[src/rtl/eth_pump_mux.sv]
// eth_pump_mux: frame-granular round-robin aggregator of NUM_CH AXI-Stream
// Ethernet sources into one stream. Each frame is prefixed by a header beat
// carrying the source channel index. Frames longer than MAX_LEN payload beats
// are truncated (tuser set) and their remainder is drained upstream.
module eth_pump_mux #(
   parameter int NUM_CH  = 4,
   parameter int DATA_W  = 8,
   parameter int MAX_LEN = 1522,
   parameter int CNT_W   = 32
) (
   input  logic                     iclk_eth,
   input  logic                     irst_eth,
   input  logic [NUM_CH-1:0]        cfg_ch_en,
   input  logic [NUM_CH*DATA_W-1:0] s_axis_tdata,
   input  logic [NUM_CH-1:0]        s_axis_tvalid,
   output logic [NUM_CH-1:0]        s_axis_tready,
   input  logic [NUM_CH-1:0]        s_axis_tlast,
   input  logic [NUM_CH-1:0]        s_axis_tuser,
   output logic [DATA_W-1:0]        m_axis_tdata,
   output logic                     m_axis_tvalid,
   input  logic                     m_axis_tready,
   output logic                     m_axis_tlast,
   output logic                     m_axis_tuser,
   output logic [CNT_W-1:0]         stat_frames,
   output logic [CNT_W-1:0]         stat_trunc,
   output logic [CNT_W-1:0]         stat_bad,
   output logic                     busy
);

   localparam int CH_W  = (NUM_CH > 1) ? $clog2(NUM_CH) : 1;
   localparam int LEN_W = $clog2(MAX_LEN + 1);

   typedef enum logic [1:0] {IDLE, HDR, DATA, DROP} state_t;

   state_t              state;
   logic [CH_W-1:0]     gnt;
   logic [CH_W-1:0]     ptr;
   logic [CH_W-1:0]     pick;
   logic                found;
   logic [LEN_W-1:0]    len;
   logic                load;
   logic                in_hs;
   logic [DATA_W-1:0]   in_data;
   logic                in_valid;
   logic                in_last;
   logic                in_user;

   // Status counters stick at all-ones instead of wrapping.
   function automatic logic [CNT_W-1:0] sat_inc(input logic [CNT_W-1:0] v);
      return (&v) ? v : v + CNT_W'(1);
   endfunction

   // The output register can take a new beat when empty or being drained.
   assign load     = !m_axis_tvalid || m_axis_tready;
   assign in_data  = s_axis_tdata[gnt*DATA_W +: DATA_W];
   assign in_valid = s_axis_tvalid[gnt];
   assign in_last  = s_axis_tlast[gnt];
   assign in_user  = s_axis_tuser[gnt];
   assign in_hs    = in_valid && s_axis_tready[gnt];
   assign busy     = (state != IDLE);

   // Only the granted channel sees ready: paced by the output in DATA, free-running in DROP.
   always_comb begin
      s_axis_tready = '0;
      if (state == DATA)
         s_axis_tready[gnt] = load;
      else if (state == DROP)
         s_axis_tready[gnt] = 1'b1;
   end

   // Round-robin search for the first enabled requester starting at ptr.
   always_comb begin
      found = 1'b0;
      pick  = '0;
      for (int i = 0; i < NUM_CH; i++) begin
         if (!found && s_axis_tvalid[(int'(ptr) + i) % NUM_CH]
                    && cfg_ch_en[(int'(ptr) + i) % NUM_CH]) begin
            found = 1'b1;
            pick  = CH_W'((int'(ptr) + i) % NUM_CH);
         end
      end
   end

   // Frame FSM with the single output register and status counters.
   always_ff @(posedge iclk_eth or negedge irst_eth) begin
      if (!irst_eth) begin
         state         <= IDLE;
         gnt           <= '0;
         ptr           <= '0;
         len           <= '0;
         m_axis_tdata  <= '0;
         m_axis_tvalid <= 1'b0;
         m_axis_tlast  <= 1'b0;
         m_axis_tuser  <= 1'b0;
         stat_frames   <= '0;
         stat_trunc    <= '0;
         stat_bad      <= '0;
      end else begin
         // A beat accepted downstream empties the register unless refilled below.
         if (m_axis_tready)
            m_axis_tvalid <= 1'b0;
         case (state)
            IDLE: begin
               if (found) begin
                  gnt   <= pick;
                  ptr   <= (pick == CH_W'(NUM_CH - 1)) ? '0 : pick + CH_W'(1);
                  state <= HDR;
               end
            end
            HDR: begin
               if (load) begin
                  m_axis_tdata  <= {{(DATA_W - CH_W){1'b0}}, gnt};
                  m_axis_tvalid <= 1'b1;
                  m_axis_tlast  <= 1'b0;
                  m_axis_tuser  <= 1'b0;
                  len           <= '0;
                  state         <= DATA;
               end
            end
            DATA: begin
               if (in_hs) begin
                  m_axis_tdata  <= in_data;
                  m_axis_tvalid <= 1'b1;
                  len           <= len + LEN_W'(1);
                  if (in_last) begin
                     m_axis_tlast <= 1'b1;
                     m_axis_tuser <= in_user;
                     stat_frames  <= sat_inc(stat_frames);
                     if (in_user)
                        stat_bad <= sat_inc(stat_bad);
                     state <= IDLE;
                  end else if (len == LEN_W'(MAX_LEN - 1)) begin
                     m_axis_tlast <= 1'b1;
                     m_axis_tuser <= 1'b1;
                     stat_frames  <= sat_inc(stat_frames);
                     stat_trunc   <= sat_inc(stat_trunc);
                     state        <= DROP;
                  end else begin
                     m_axis_tlast <= 1'b0;
                     m_axis_tuser <= 1'b0;
                  end
               end
            end
            DROP: begin
               if (in_valid && in_last)
                  state <= IDLE;
            end
            default: state <= IDLE;
         endcase
      end
   end

endmodule

[config.mk]
export PLATFORM = sky130hd
export DESIGN_NAME = eth_pump_mux
export DESIGN_NICKNAME = d
export VERILOG_FILES = /design/src/rtl/eth_pump_mux.sv
export SDC_FILE = /design/constraint.sdc
export NUM_CORES = 1
export LEC_CHECK = 0
export ABC_AREA = 1
export CORE_MARGIN = 3
export CORE_UTILIZATION = 50
export CTS_CLUSTER_DIAMETER = 30
export CTS_CLUSTER_SIZE = 20
export DETAILED_ROUTE_END_ITERATION = 10
export PLACE_DENSITY_LB_ADDON = 0.12
export RECOVER_POWER = 50
export SYNTH_ARGS = -nofsm -noshare
export SYNTH_HDL_FRONTEND = slang
export SYNTH_SLANG_ARGS = --single-unit
[constraint.sdc]
create_clock -name iclk_eth -period 2.8 [get_ports iclk_eth]
set_clock_uncertainty 0.1 [all_clocks]
set_input_delay 0.56 -clock iclk_eth [delete_from_list [all_inputs] [get_ports iclk_eth]]
set_output_delay 0.56 -clock iclk_eth [all_outputs]
set_load 0.01 [all_outputs]
## Word-level counts from Yosys, hierarchy flattened

Index checks and enable logic that the tools add are counted.

- Memory bits (writable): 0
- Logic and storage cells: 145
- Register bits: 124
- Output and inout port bits: 112
- ROM bits: 0
- Input bits: 51
- Bits in latches: 0
- Memories: 0

- Add/sub/neg operators: 8
- Shift operators: 1
- Reduce and logical (&&, ||, !) cells: 31
- Div/mod/pow operators: 0
- Mux-type cells: 71
- Equality and inequality tests: 10
- Bitwise gates (word level): 7
- $mul: 0
- Magnitude comparators: 6

Operators by type and width:

| kind | count |
|---|---|
| 32-bit by 1-bit adder with 32-bit output (second input constant) | 3 |
| 32-bit two-way mux | 3 |
| 32-bit AND reduction | 3 |
| 1-bit two-way mux | 32 |
| 32-bit by 6-bit indexed part select with 8-bit output | 1 |
| 1-bit binary-select mux with 2-bit select | 12 |
| 11-bit two-way mux | 2 |
| 2-bit two-way mux | 11 |
| 11-bit one-hot mux with 2 select lines | 1 |
| 8-bit two-way mux | 2 |
| 8-bit one-hot mux with 2 select lines | 1 |
| 5-bit AND reduction | 3 |
| 3-bit by 4-bit less-than comparator with 1-bit output (second input constant) | 3 |
| 11-bit by 1-bit adder with 11-bit output (second input constant) | 1 |
| 11-bit == test (second input constant) | 1 |
| 1-bit logical AND | 10 |
| 4-bit two-way mux | 2 |
| 2-bit one-hot mux with 4 select lines | 1 |
| 2-bit == test (second input constant) | 3 |
| 2-bit by 3-bit less-than comparator with 1-bit output (second input constant) | 2 |
| 2-bit inequality test (second input constant) | 3 |
| 1-bit one-hot mux with 2 select lines | 3 |
| 3-bit AND reduction | 2 |
| 2-bit nonzero test | 3 |
| other kinds (15) | 26 |

## Depth between registers and ports, before layout

Gate-level depths: netlist of run 1.

- Word-level depth: 19
- Mapped depth: 14
- Gate-level depth less buffers: 13

## Least setup slack after synthesis of run 1

Ideal clock, no wire load.

- Path kind: flip-flop to flip-flop
- From: reg stat_frames[0]
- To: reg stat_frames[17]
- Cell stages (with the launch flop): 13
- Slack: 0.781 ns
- Arrival time: 1.803 ns
- Data required time: 2.584 ns
- Cell sequence: dfrtp_1 -> ha_1 -> inv_1 -> nor2_1 -> nand2_1 -> nor2_1 -> nand3b_1 -> nand3_2 -> inv_1 -> buf_2 -> buf_4 -> nand2_1 -> nand2_1

- Word-level cells in the longest chain between the ends: 4
- Elaborated cells between the ends (all ways): 5
- Those cells by class: add/sub: 1; mux: 3; reduce/logical: 1

Ends and longest elaborated chain:

| item | line | source |
|---|---|---|
| start: declaration | 24 | `output logic [CNT_W-1:0] stat_frames,` |
| start signal: assignment | 128 | `stat_frames <= sat_inc(stat_frames);` |
| start signal: assignment | 135 | `stat_frames <= sat_inc(stat_frames);` |
| 32-bit by 1-bit adder with 32-bit output / 32-bit AND reduction (equally long branches) | 50 | `return (&v) ? v : v + CNT_W'(1);` |
| 32-bit two-way mux (*) | 50 |  |
| 32-bit two-way mux | 132 | `end else if (len == LEN_W'(MAX_LEN - 1)) begin` |
| 32-bit two-way mux (*) | 125 | `if (in_last) begin` |

Every way passes the cells marked *; elsewhere a longest branch is shown, timed or not. The select of a mux whose other input is x is not followed.
A chain may end at the register's enable or synchronous reset.

## Worst setup path in the final report of run 1

- From: in m_axis_tready
- To: out s_axis_tready[0]

- Word-level cells in the longest chain between the ends: 3

Ends and longest elaborated chain:

| item | line | source |
|---|---|---|
| start: declaration | 21 | `input logic m_axis_tready,` |
| 1-bit logical OR | 54 | `assign load = !m_axis_tvalid \|\| m_axis_tready;` |
| 4-bit AND (no line) | - |  |
| 4-bit two-way mux | 65 | `if (state == DATA)` |
| end: declaration | 16 | `output logic [NUM_CH-1:0] s_axis_tready,` |

Every way passes these cells.

==> impl_metrics.ini, run 1 <==
[drt]
firstDrtPassIters = 5
vias_per_cell = 5.28
vias = 8093
post-route-drc-count = 0
initialDrtViolationCount = 600
drtAntennaViolNets = 0
drt-total-wl_mm = 23.4
wl_per_cell_um = 15.3

[cts]
cts_buffers = 17
hold_buffers = 0
cts.sinks = 124
cts_tree = done
clockRootBuffer = clkbuf_16
path_clk_slew_ns = 0.06
clock_latency_ns = 0.42
clockBufferDepth = 2
cts-htree-levels = 4

[synthesis]
synth_nets = 1200
synth.avg_cell_area_um2 = 7.06
synth_top_family_by_area = simple AND/OR/NAND/NOR gates
synth_cells = 1140
synth_mux_area_frac = 0
ys_types = 40
synth-simple-area-share = 0.387
syn_area_um2 = 8050
ys_ff_latch = 124
ys_warn_count = 0
synth_top_area_share = 0.385
ys_seq_area_frac = 0.385
synth-compound-area-share = 0.0531
synth-xor-area-share = 0.0968
synth_top_cell_by_area = dfrtp_1
synth_area_leaders = dfrtp_1, nand2_1, xor2_1
synth_fa_ha_area_frac = 0.0140

[floorplanning]
core_um2 = 15500
die_h_um = 133
start_util = 0.520
ioPinCount = 163
dieArea_um2 = 17700
rows = 45
die_w_um = 133

[power_and_ir_drop]
pwr-share-comb = 0.344
p_sw_frac = 0.365
internal-power_mw = 4.29
power_density_nw_per_um2 = 645
power.share.clock = 0.313
p_leak_nw = 4.82
power.share.sequential = 0.343
power.net_switching_mw = 2.47
peakVddDrop_mv = 0.596

[final_layout]
diodes = 0
drive_above_1_share = 0.0506
stdcell_count = 1534
nNetsFinal = 1371
fillCellCount = 1411
syn_to_final_growth_pct = 30.2
layout_commonest_cell = nand2_1
finalCoreUtilization = 0.677
final_cell_mix = nand2_1, dfrtp_1, clkdlybuf4s50_1

[timing]
post-route-period-util = 0.954
fmax_mhz = 374
setup_viol = 0
max-slew-margin-rel = -0.293
tns_ns = 0
finalHoldViolCount = 0
slew_viol_final = 35
worstMarginPinSlew_ns = 1.94
period_minus_slack_ns = 2.67
rsz0062_at_grt = false

[placed_design]
dp_hpwl_mm = 17.6
port_buffers = 162
gp_congestion = 0.956
numPlacedInstances = 1502

[run]
maxCapViolCount = 1

[global_routing]
grt_overflow_total = 0
grt_start_max_net_pins = 46
antenna_found_initial = 0
grt_first_pass_wirelength_mm = 39.2
grt_pass1_vias = 7840
grt_usage = 0.271

[status]
violations = capacitance limit, slew limit
outcome = complete, but fails checks

[critical_path]
critical_path_arrival_ns = 2.01
end_kind = output port
worstPathMaxFanout = 4
critical_path_class = input pin to output port
critPathLaunchType = input pin
cp.required_ns = 2.14

[worst_hold_path]
hold_class = flop to flop
## cell usage after synthesis (all sizes together)
library cell and n:
ha 9, a211oi 1, nand2 437, a22oi 2, inv 86, or2 2, xnor2 30, clkbuf 7
nor4 10, clkinv 2, a22o 7, o21ai 42, nand3b 3, o22ai 1, nor3b 2, nand4 33
a21oi 2, buf 22, nor2 96, dfrtp 124, a221oi 6, nor2b 1, nand3 84, o21a 2
nor3 65, a31oi 2, o31ai 3, xor2 59
## worst paths after layout
kind | cells past startpoint | from | to | slack [ns]
max | 8 | m_axis_tready | s_axis_tready[0] | 0.13
min | 2 | m_axis_tdata[4] | m_axis_tdata[4] | 0.38
max reg2reg | 9 | gnt[1] | stat_bad[0] | 0.31
min reg2reg | 2 | m_axis_tdata[4] | m_axis_tdata[4] | 0.38
max in group asynchronous | 2 | irst_eth | stat_frames[27] | 0.65
min in group asynchronous | 1 | irst_eth | stat_bad[3] | 0.58
## flip-flops by register name (all words and copies together) (netlist names), named ones only
| signal | flops |
|---|---|
| m_axis_tvalid | 1 |
| state | 2 |
| m_axis_tlast | 1 |
| stat_bad | 32 |
| stat_trunc | 32 |
| m_axis_tuser | 1 |
| len | 11 |
| stat_frames | 32 |
| gnt | 2 |
| ptr | 1 |
| m_axis_tdata | 8 |
## layer usage
metal | vias up | track usage | share of wire
li1 | 4042 | - | -
met1 | 3800 | 0.373 | 0.46
met2 | 213 | 0.433 | 0.48
met3 | 38 | 0.0517 | 0.043
met4 | 0 | 0.0849 | 0.021
met5 | - | 0 | 0
## stage by stage
step                hold WS, ns  instance area [µm²]  power (mW)  setup WS, ns
floorplan                 0.164                 8050        3.74         0.781
global placement          0.367                 9920        4.66        0.0896
detailed placement        0.377                 9920        4.70        0.0313
CTS                     0.00948                10500        6.84        0.0575
global route              0.399                10500        7.19       0.00699
finish                    0.380                10500        6.76         0.130
## timing repair
| action | 4_1_cts | 5_1_grt |
|---|---|---|
| setup endpoints to repair | 4 | 3 |
| buffers inserted | 1 | 0 |
| gates resized for setup | 1 | 4 |
## worst max-delay path: stages
cell	delay, ns
clkdlybuf4s50_1	0.47
nor2_2	0.05
inv_1	0.06
nand2_1	0.07
nand2_1	0.08
inv_1	0.08
nor2_1	0.09
clkdlybuf4s50_1	0.54
## final cells by class
cell class | instances | area (µm²) | share of cell area
clock inverter | 7 | 62.6 | 0.00597
clock buffer | 24 | 502 | 0.0479
multi-input combinational | 899 | 4450 | 0.424
tap | 211 | 264 | 0.0252
timing repair buffer | 181 | 1780 | 0.169
sequential | 124 | 3100 | 0.296
inverter | 88 | 330 | 0.0315
## logic make-up (layout without fill, tap and decap cells)
group,Yosys count,after routing
compound gates,68,68
xor+xnor,89,89
simple gates,733,733
flops,124,124
fa+ha+maj,9,9
buf+inv,117,300
## power groups by stage
stage	Sequential, mW	Clock [mW]	Combinational (mW)
2_1_floorplan	2.35	0	1.39
3_3_place_gp	2.34	0	2.32
3_5_place_dp	2.34	0	2.35
4_1_cts	2.31	2.14	2.39
5_1_grt	2.35	2.23	2.61
6_report	2.32	2.12	2.33
(Power assumes the default switching activity.)
==> run 2, diff against run 1 <==
--- a/config.mk
+++ b/config.mk
@@ -6,13 +6,16 @@
 export NUM_CORES = 1
 export LEC_CHECK = 0
 export ABC_AREA = 1
+export CORE_ASPECT_RATIO = 0.8
 export CORE_MARGIN = 3
 export CORE_UTILIZATION = 50
 export CTS_CLUSTER_DIAMETER = 30
 export CTS_CLUSTER_SIZE = 20
 export DETAILED_ROUTE_END_ITERATION = 10
+export DONT_BUFFER_PORTS = 1
 export PLACE_DENSITY_LB_ADDON = 0.12
 export RECOVER_POWER = 50
 export SYNTH_ARGS = -nofsm -noshare
 export SYNTH_HDL_FRONTEND = slang
 export SYNTH_SLANG_ARGS = --single-unit
+export TNS_END_PERCENT = 1
==> run 2 against run 1 <==
Effect of this change:
- the run ends with hold timing left
- die area barely moved
- worst hold slack got worse by 0.64 ns
- count of clock-buffer cells in the layout unchanged
- non-clock buffer count fell by 166
- sequential share of layout area rose by 5.7 points
- largest power group is now sequential cells
- critical path type is now flop to output port
- cell count down 11%
- sequential power is 6% higher
- largest cell class unchanged
- clock power fell by 5%
==> impl_metrics.ini, run 2 (synthesized netlist as in run 1, its figures left out) <==
[run]
maxCapViolCount = 0

[critical_path]
crit_start = state[0]
worstPathMaxFanout = 7
critical_path_arrival_ns = 1.92
critPathLaunchType = flop
crit_end = s_axis_tready[1]
r2r-end = stat_trunc[14]
cp.required_ns = 2.14
critical_path_class = flop to output port
r2r_start = stat_trunc[1]
end_kind = output port
reg2reg_slack_ns = 0.35
reg2reg_depth = 9

[power_and_ir_drop]
peakVddDrop_mv = 0.733
power.share.clock = 0.325
pwr-share-comb = 0.277
power_density_nw_per_um2 = 702
total_power_mw = 6.16
p_leak_nw = 4.04
power.net_switching_mw = 2.30
internal-power_mw = 3.87
p_sw_frac = 0.373
power.share.sequential = 0.398

[placed_design]
port_buffers = 0
dp_hpwl_mm = 16.7
gp_congestion = 0.910

[floorplanning]
start_util = 0.524
die_w_um = 148
die_h_um = 120
rows = 40
core_um2 = 15400
ioPinCount = 163
dieArea_um2 = 17700

[timing]
setup_viol = 0
slew_viol_final = 0
max-slew-margin-rel = 0.587
worstMarginPinSlew_ns = 0.615
tns_ns = 0
finalHoldViolCount = 124
post-route-period-util = 0.923
hold_ws_ns = -0.263
period_minus_slack_ns = 2.58
fmax_mhz = 387
rsz0062_at_grt = false

[cts]
path_clk_slew_ns = 0.06
cts_tree = done
post-cts-setup-buffers = 0
clock_latency_ns = 0.42
cts-htree-levels = 4
clockBufferDepth = 2
cts_buffers = 17
cts.sinks = 124
clockRootBuffer = clkbuf_16
cts_resized = 0

[global_routing]
met2_usage = 0.376
grt_usage = 0.257
grt_first_pass_wirelength_mm = 36.7
gr-max-usage-layer = met2
grt_overflow_total = 0
grt_start_max_net_pins = 125
gr-usage-met1 = 0.370
grt_pass1_vias = 6918
met3_usage = 0.0815
antenna_found_initial = 0

[drt]
vias = 7490
drtAntennaViolNets = 0
vias_per_cell = 5.50
drt-total-wl_mm = 22.2
firstDrtPassIters = 5
post-route-drc-count = 0
wl_per_cell_um = 16.3
initialDrtViolationCount = 672

[status]
violations = hold timing
outcome = complete, but fails checks

[worst_hold_path]
hold_class = input pin to asynchronous set/reset pin

[final_layout]
diodes = 0
top_regs = stat_bad: 32 flops, stat_frames: 32 flops, stat_trunc: 32 flops
ff_latch_area_um2 = 3100
multi_input_area_um2 = 4440
syn_to_final_growth_pct = 9.06
fillCellCount = 1457
nNetsFinal = 1205
drive_above_1_share = 0.0486
final_cell_mix = nand2_1, dfrtp_1, nor2_1
layout_commonest_cell = nand2_1
run 2: cell types whose count changed in the layout (fill, tap and decap cells not counted), moves of 2 or more:
cell | previous run | this run
clkdlybuf4s50_1 | 106 | 0
clkbuf_8 | 5 | 3
dlygate4sd3_1 | 53 | 0
clkbuf_2 | 2 | 0
clkinv_2 | 5 | 2
nor2_1 | 93 | 95
nor2_2 | 3 | 1
run 2: per-stage QoR:
| stage | area (µm²) | worst slack, ns | utilization | std cells |
|---|---|---|---|---|
| 2_1_floorplan | 8050 | 0.781 | - | 1140 |
| 3_3_place_gp | 8260 | 0.358 | 0.538 | 1336 |
| 3_5_place_dp | 8260 | 0.374 | 0.538 | 1336 |
| 4_1_cts | 8780 | 0.218 | 0.572 | 1363 |
| 5_1_grt | 8780 | 0.106 | 0.572 | 1363 |
| 6_report | 8780 | 0.216 | 0.572 | 1363 |
run 2: worst max-delay path, stage by stage, from the launching register on:
cell	delay, ns
dfrtp_1	0.41
inv_1	0.09
ha_1	0.23
inv_1	0.19
nand2_1	0.07
nand2_1	0.08
inv_1	0.08
nor3_1	0.35
run 2: area by class of cell:
cell class / count / share of cell area
Multi-Input combinational cell: 899 / 0.505
Sequential cell: 124 / 0.353
Clock buffer: 24 / 0.0549
Inverter: 88 / 0.0376
Tap cell: 210 / 0.0299
Timing Repair Buffer: 15 / 0.0142
Clock inverter: 3 / 0.00456
run 2: worst min-delay path by stage:
| stage | startpoint | end | cells after the start |
|---|---|---|---|
| 3_3_place_gp | irst_eth | stat_bad[3] | 0 |
| 5_1_grt | irst_eth | stat_bad[17] | 0 |
| 2_1_floorplan | irst_eth | asynchronous set/reset pin | 0 |
| 3_5_place_dp | irst_eth | stat_bad[2] | 0 |
| 4_1_cts | irst_eth | stat_bad[17] | 0 |
| 6_report | irst_eth | stat_bad[17] | 0 |
run 2: routing by layer:
layer,vias to the layer above,routed length (µm),part of all wire
li1,3724,-,-
met1,3485,10400,0.47
met2,257,9550,0.43
met3,24,1920,0.087
met4,0,294,0.013
met5,-,0,0
run 2: power groups by stage:
stage / clock network (mW) / logic, mW / registers [mW]
after CTS: 2.05 / 1.70 / 2.45
final: 2.01 / 1.71 / 2.45
after floorplan: 0 / 1.39 / 2.35
after detailed placement: 0 / 1.69 / 2.48
after global routing: 2.12 / 1.96 / 2.50
after global placement: 0 / 1.69 / 2.48
==> run 3, diff against run 2 <==
--- a/config.mk
+++ b/config.mk
@@ -5,9 +5,7 @@
 export SDC_FILE = /design/constraint.sdc
 export NUM_CORES = 1
 export LEC_CHECK = 0
-export ABC_AREA = 1
 export CORE_ASPECT_RATIO = 0.8
-export CORE_MARGIN = 3
 export CORE_UTILIZATION = 50
 export CTS_CLUSTER_DIAMETER = 30
 export CTS_CLUSTER_SIZE = 20
==> run 3 against run 2 <==
Effect of this change:
- the run still ends with hold timing left
- area after synthesis is 20% lower
- synthesized cell count is 46% lower
- die area is 24% lower
- flip-flop and latch count stayed put
- total power is 4.2% lower
- cell area is 16% lower
- global-route usage is 2.9 points lower
- maximum frequency is 5.1% lower
- worst hold slack better by 0.0018 ns
- wire length is 36% lower
- setup slack worse by 0.14 ns
- core utilization is 2.7 points higher
- largest power group is now clock
- highest routed layer unchanged
==> impl_metrics.ini, run 3 <==
[timing]
hold_ws_ns = -0.261
post-route-period-util = 0.973
worstMarginPinSlew_ns = 0.564
slew_viol_final = 0
period_minus_slack_ns = 2.72
finalHoldViolCount = 124
tns_ns = 0
setup_slack_ns = 0.0764
max-slew-margin-rel = 0.623
rsz0062_at_grt = true
fmax_mhz = 367
setup_viol = 0

[critical_path]
r2r_start = state[0]
critical_path_class = flop to output port
critPathLaunchType = flop
end_kind = output port
reg2reg_slack_ns = 0.24
worstPathMaxFanout = 7
cp.required_ns = 2.14
r2r-end = stat_bad[11]
reg2reg_depth = 7
critical_path_arrival_ns = 2.06

[floorplanning]
die_h_um = 104
ioPinCount = 163
start_util = 0.523
core_um2 = 12400
rows = 36
die_w_um = 129
dieArea_um2 = 13400

[cts]
cts.sinks = 124
clockBufferDepth = 2
cts_buffers = 17
clockRootBuffer = clkbuf_16
clock_latency_ns = 0.41
cts_tree = done
path_clk_slew_ns = 0.06
post-cts-setup-buffers = 0
cts-htree-levels = 4

[global_routing]
antenna_found_initial = 0
grt_pass1_vias = 4628
grt_usage = 0.228
grt_first_pass_wirelength_mm = 23.9
grt_start_max_net_pins = 125
grt_overflow_total = 0

[synthesis]
synth_fa_ha_area_frac = 0.0174
synth_common_cells = dfrtp_1, xnor2_1, nand2_1
async_reset_ff_frac = 1.00
synthFlopType = dfrtp_1
synth_top_family_by_area = simple AND/OR/NAND/NOR gates
ys_warn_count = 0
synth_top_area_share = 0.479
synth-compound-area-share = 0.0589
synth_area_leaders = dfrtp_1, xnor2_1, xor2_1
ys_types = 63
synth_edf_count = 0
ys_seq_area_frac = 0.479
synth_nets = 672
synth_cells = 612
synth.most_common_cell = dfrtp_1
ys_ff_latch = 124
syn_area_um2 = 6480
synth.avg_cell_area_um2 = 10.6
synth_mux_area_frac = 0.0481
synth-simple-area-share = 0.242
synth_top_cell_by_area = dfrtp_1
synth-xor-area-share = 0.137

[final_layout]
syn_to_final_growth_pct = 14.4
stdcell_count = 813
top_regs = stat_bad: 32 flops, stat_frames: 32 flops, stat_trunc: 32 flops
nNetsFinal = 689
finalCoreUtilization = 0.598
ff_latch_area_um2 = 3100
final_area_um2 = 7410
layout_commonest_cell = dfrtp_1
fillCellCount = 1021
drive_above_1_share = 0.121
multi_input_area_um2 = 3260
final_cell_mix = dfrtp_1, xnor2_1, nand2_1
diodes = 0

[worst_hold_path]
hold_class = input pin to asynchronous set/reset pin

[drt]
drtAntennaViolNets = 0
wl_per_cell_um = 17.5
vias = 4707
post-route-drc-count = 0
initialDrtViolationCount = 247
vias_per_cell = 5.79
firstDrtPassIters = 5
drt-total-wl_mm = 14.3

[placed_design]
port_buffers = 0
dp_hpwl_mm = 10.4
numPlacedInstances = 781
gp_congestion = 0.834
place_area_um2 = 6710
place_ws_ns = 0.178

[power_and_ir_drop]
power_density_nw_per_um2 = 797
p_leak_nw = 3.31
total_power_mw = 5.90
peakVddDrop_mv = 0.635

[status]
violations = hold timing
outcome = complete, but fails checks

[run]
maxCapViolCount = 0
==> run 3: changes by cell type after synthesis, sizes merged, moves of 10 or more <==
cell	previous run	this run
nand3	84	54
xor2	59	32
xnor2	30	69
o21ai	42	9
nand2	437	68
mux4	0	10
nor3	65	17
nor2	96	36
and3	0	25
a21oi	2	15
inv	86	11
buf	22	8
and4	0	18
==> run 3: final cells by class <==
cell class / instances / share of cell area
timing repair buffer: 12 / 0.0122
sequential: 124 / 0.419
clock inverter: 12 / 0.0312
tap: 171 / 0.0289
multi-input combinational: 463 / 0.440
clock buffer: 20 / 0.0630
inverter: 11 / 0.00557
==> run 3: worst max-delay path, stage by stage (launching register included) <==
cell     delay (ns)
dfrtp_1        0.43
inv_1          0.11
ha_1           0.30
inv_1          0.20
nor2_1         0.18
a21oi_2        0.07
nor3b_1        0.36
==> run 3: worst max-delay path by stage <==
stage | from | endpoint
2_1_floorplan | s_axis_tlast[3] | stat_trunc[25]
3_3_place_gp | s_axis_tvalid[1] | stat_bad[31]
3_5_place_dp | state[0] | stat_trunc[24]
4_1_cts | state[0] | s_axis_tready[3]
5_1_grt | state[0] | s_axis_tready[2]
6_report | state[0] | s_axis_tready[2]
==> run 3: timing repair <==
item,CTS,global route
endpoints found under the hold margin,124,124
setup endpoints to repair,0,3
gates resized for setup,0,1
==> run 3: kinds of logic after synthesis <==
logic type                 after synthesis
muxes                                   18
xor gates and xnor gates               101
and+or+nand+nor                        283
buffers and inverters                   25
AOI/OAI and AO/OA                       52
DFF                                    124
adders and majority gates                9
==> run 3: where the power goes <==
group          internal (mW)  switching (mW)  total, mW
registers               1.96           0.286       2.25
clock network           1.75           0.804       2.55
logic                  0.492           0.609       1.10
total                   4.20            1.70       5.90
==> run 3: per-layer routing <==
layer / track usage / vias up / part of all wire / wire length [µm]
met4: 0.0782 / 0 / 0.013 / 189
li1: - / 2231 / - / -
met1: 0.304 / 2302 / 0.46 / 6580
met5: 0 / - / 0 / 0
met3: 0.0811 / 21 / 0.072 / 1030
met2: 0.341 / 153 / 0.45 / 6470
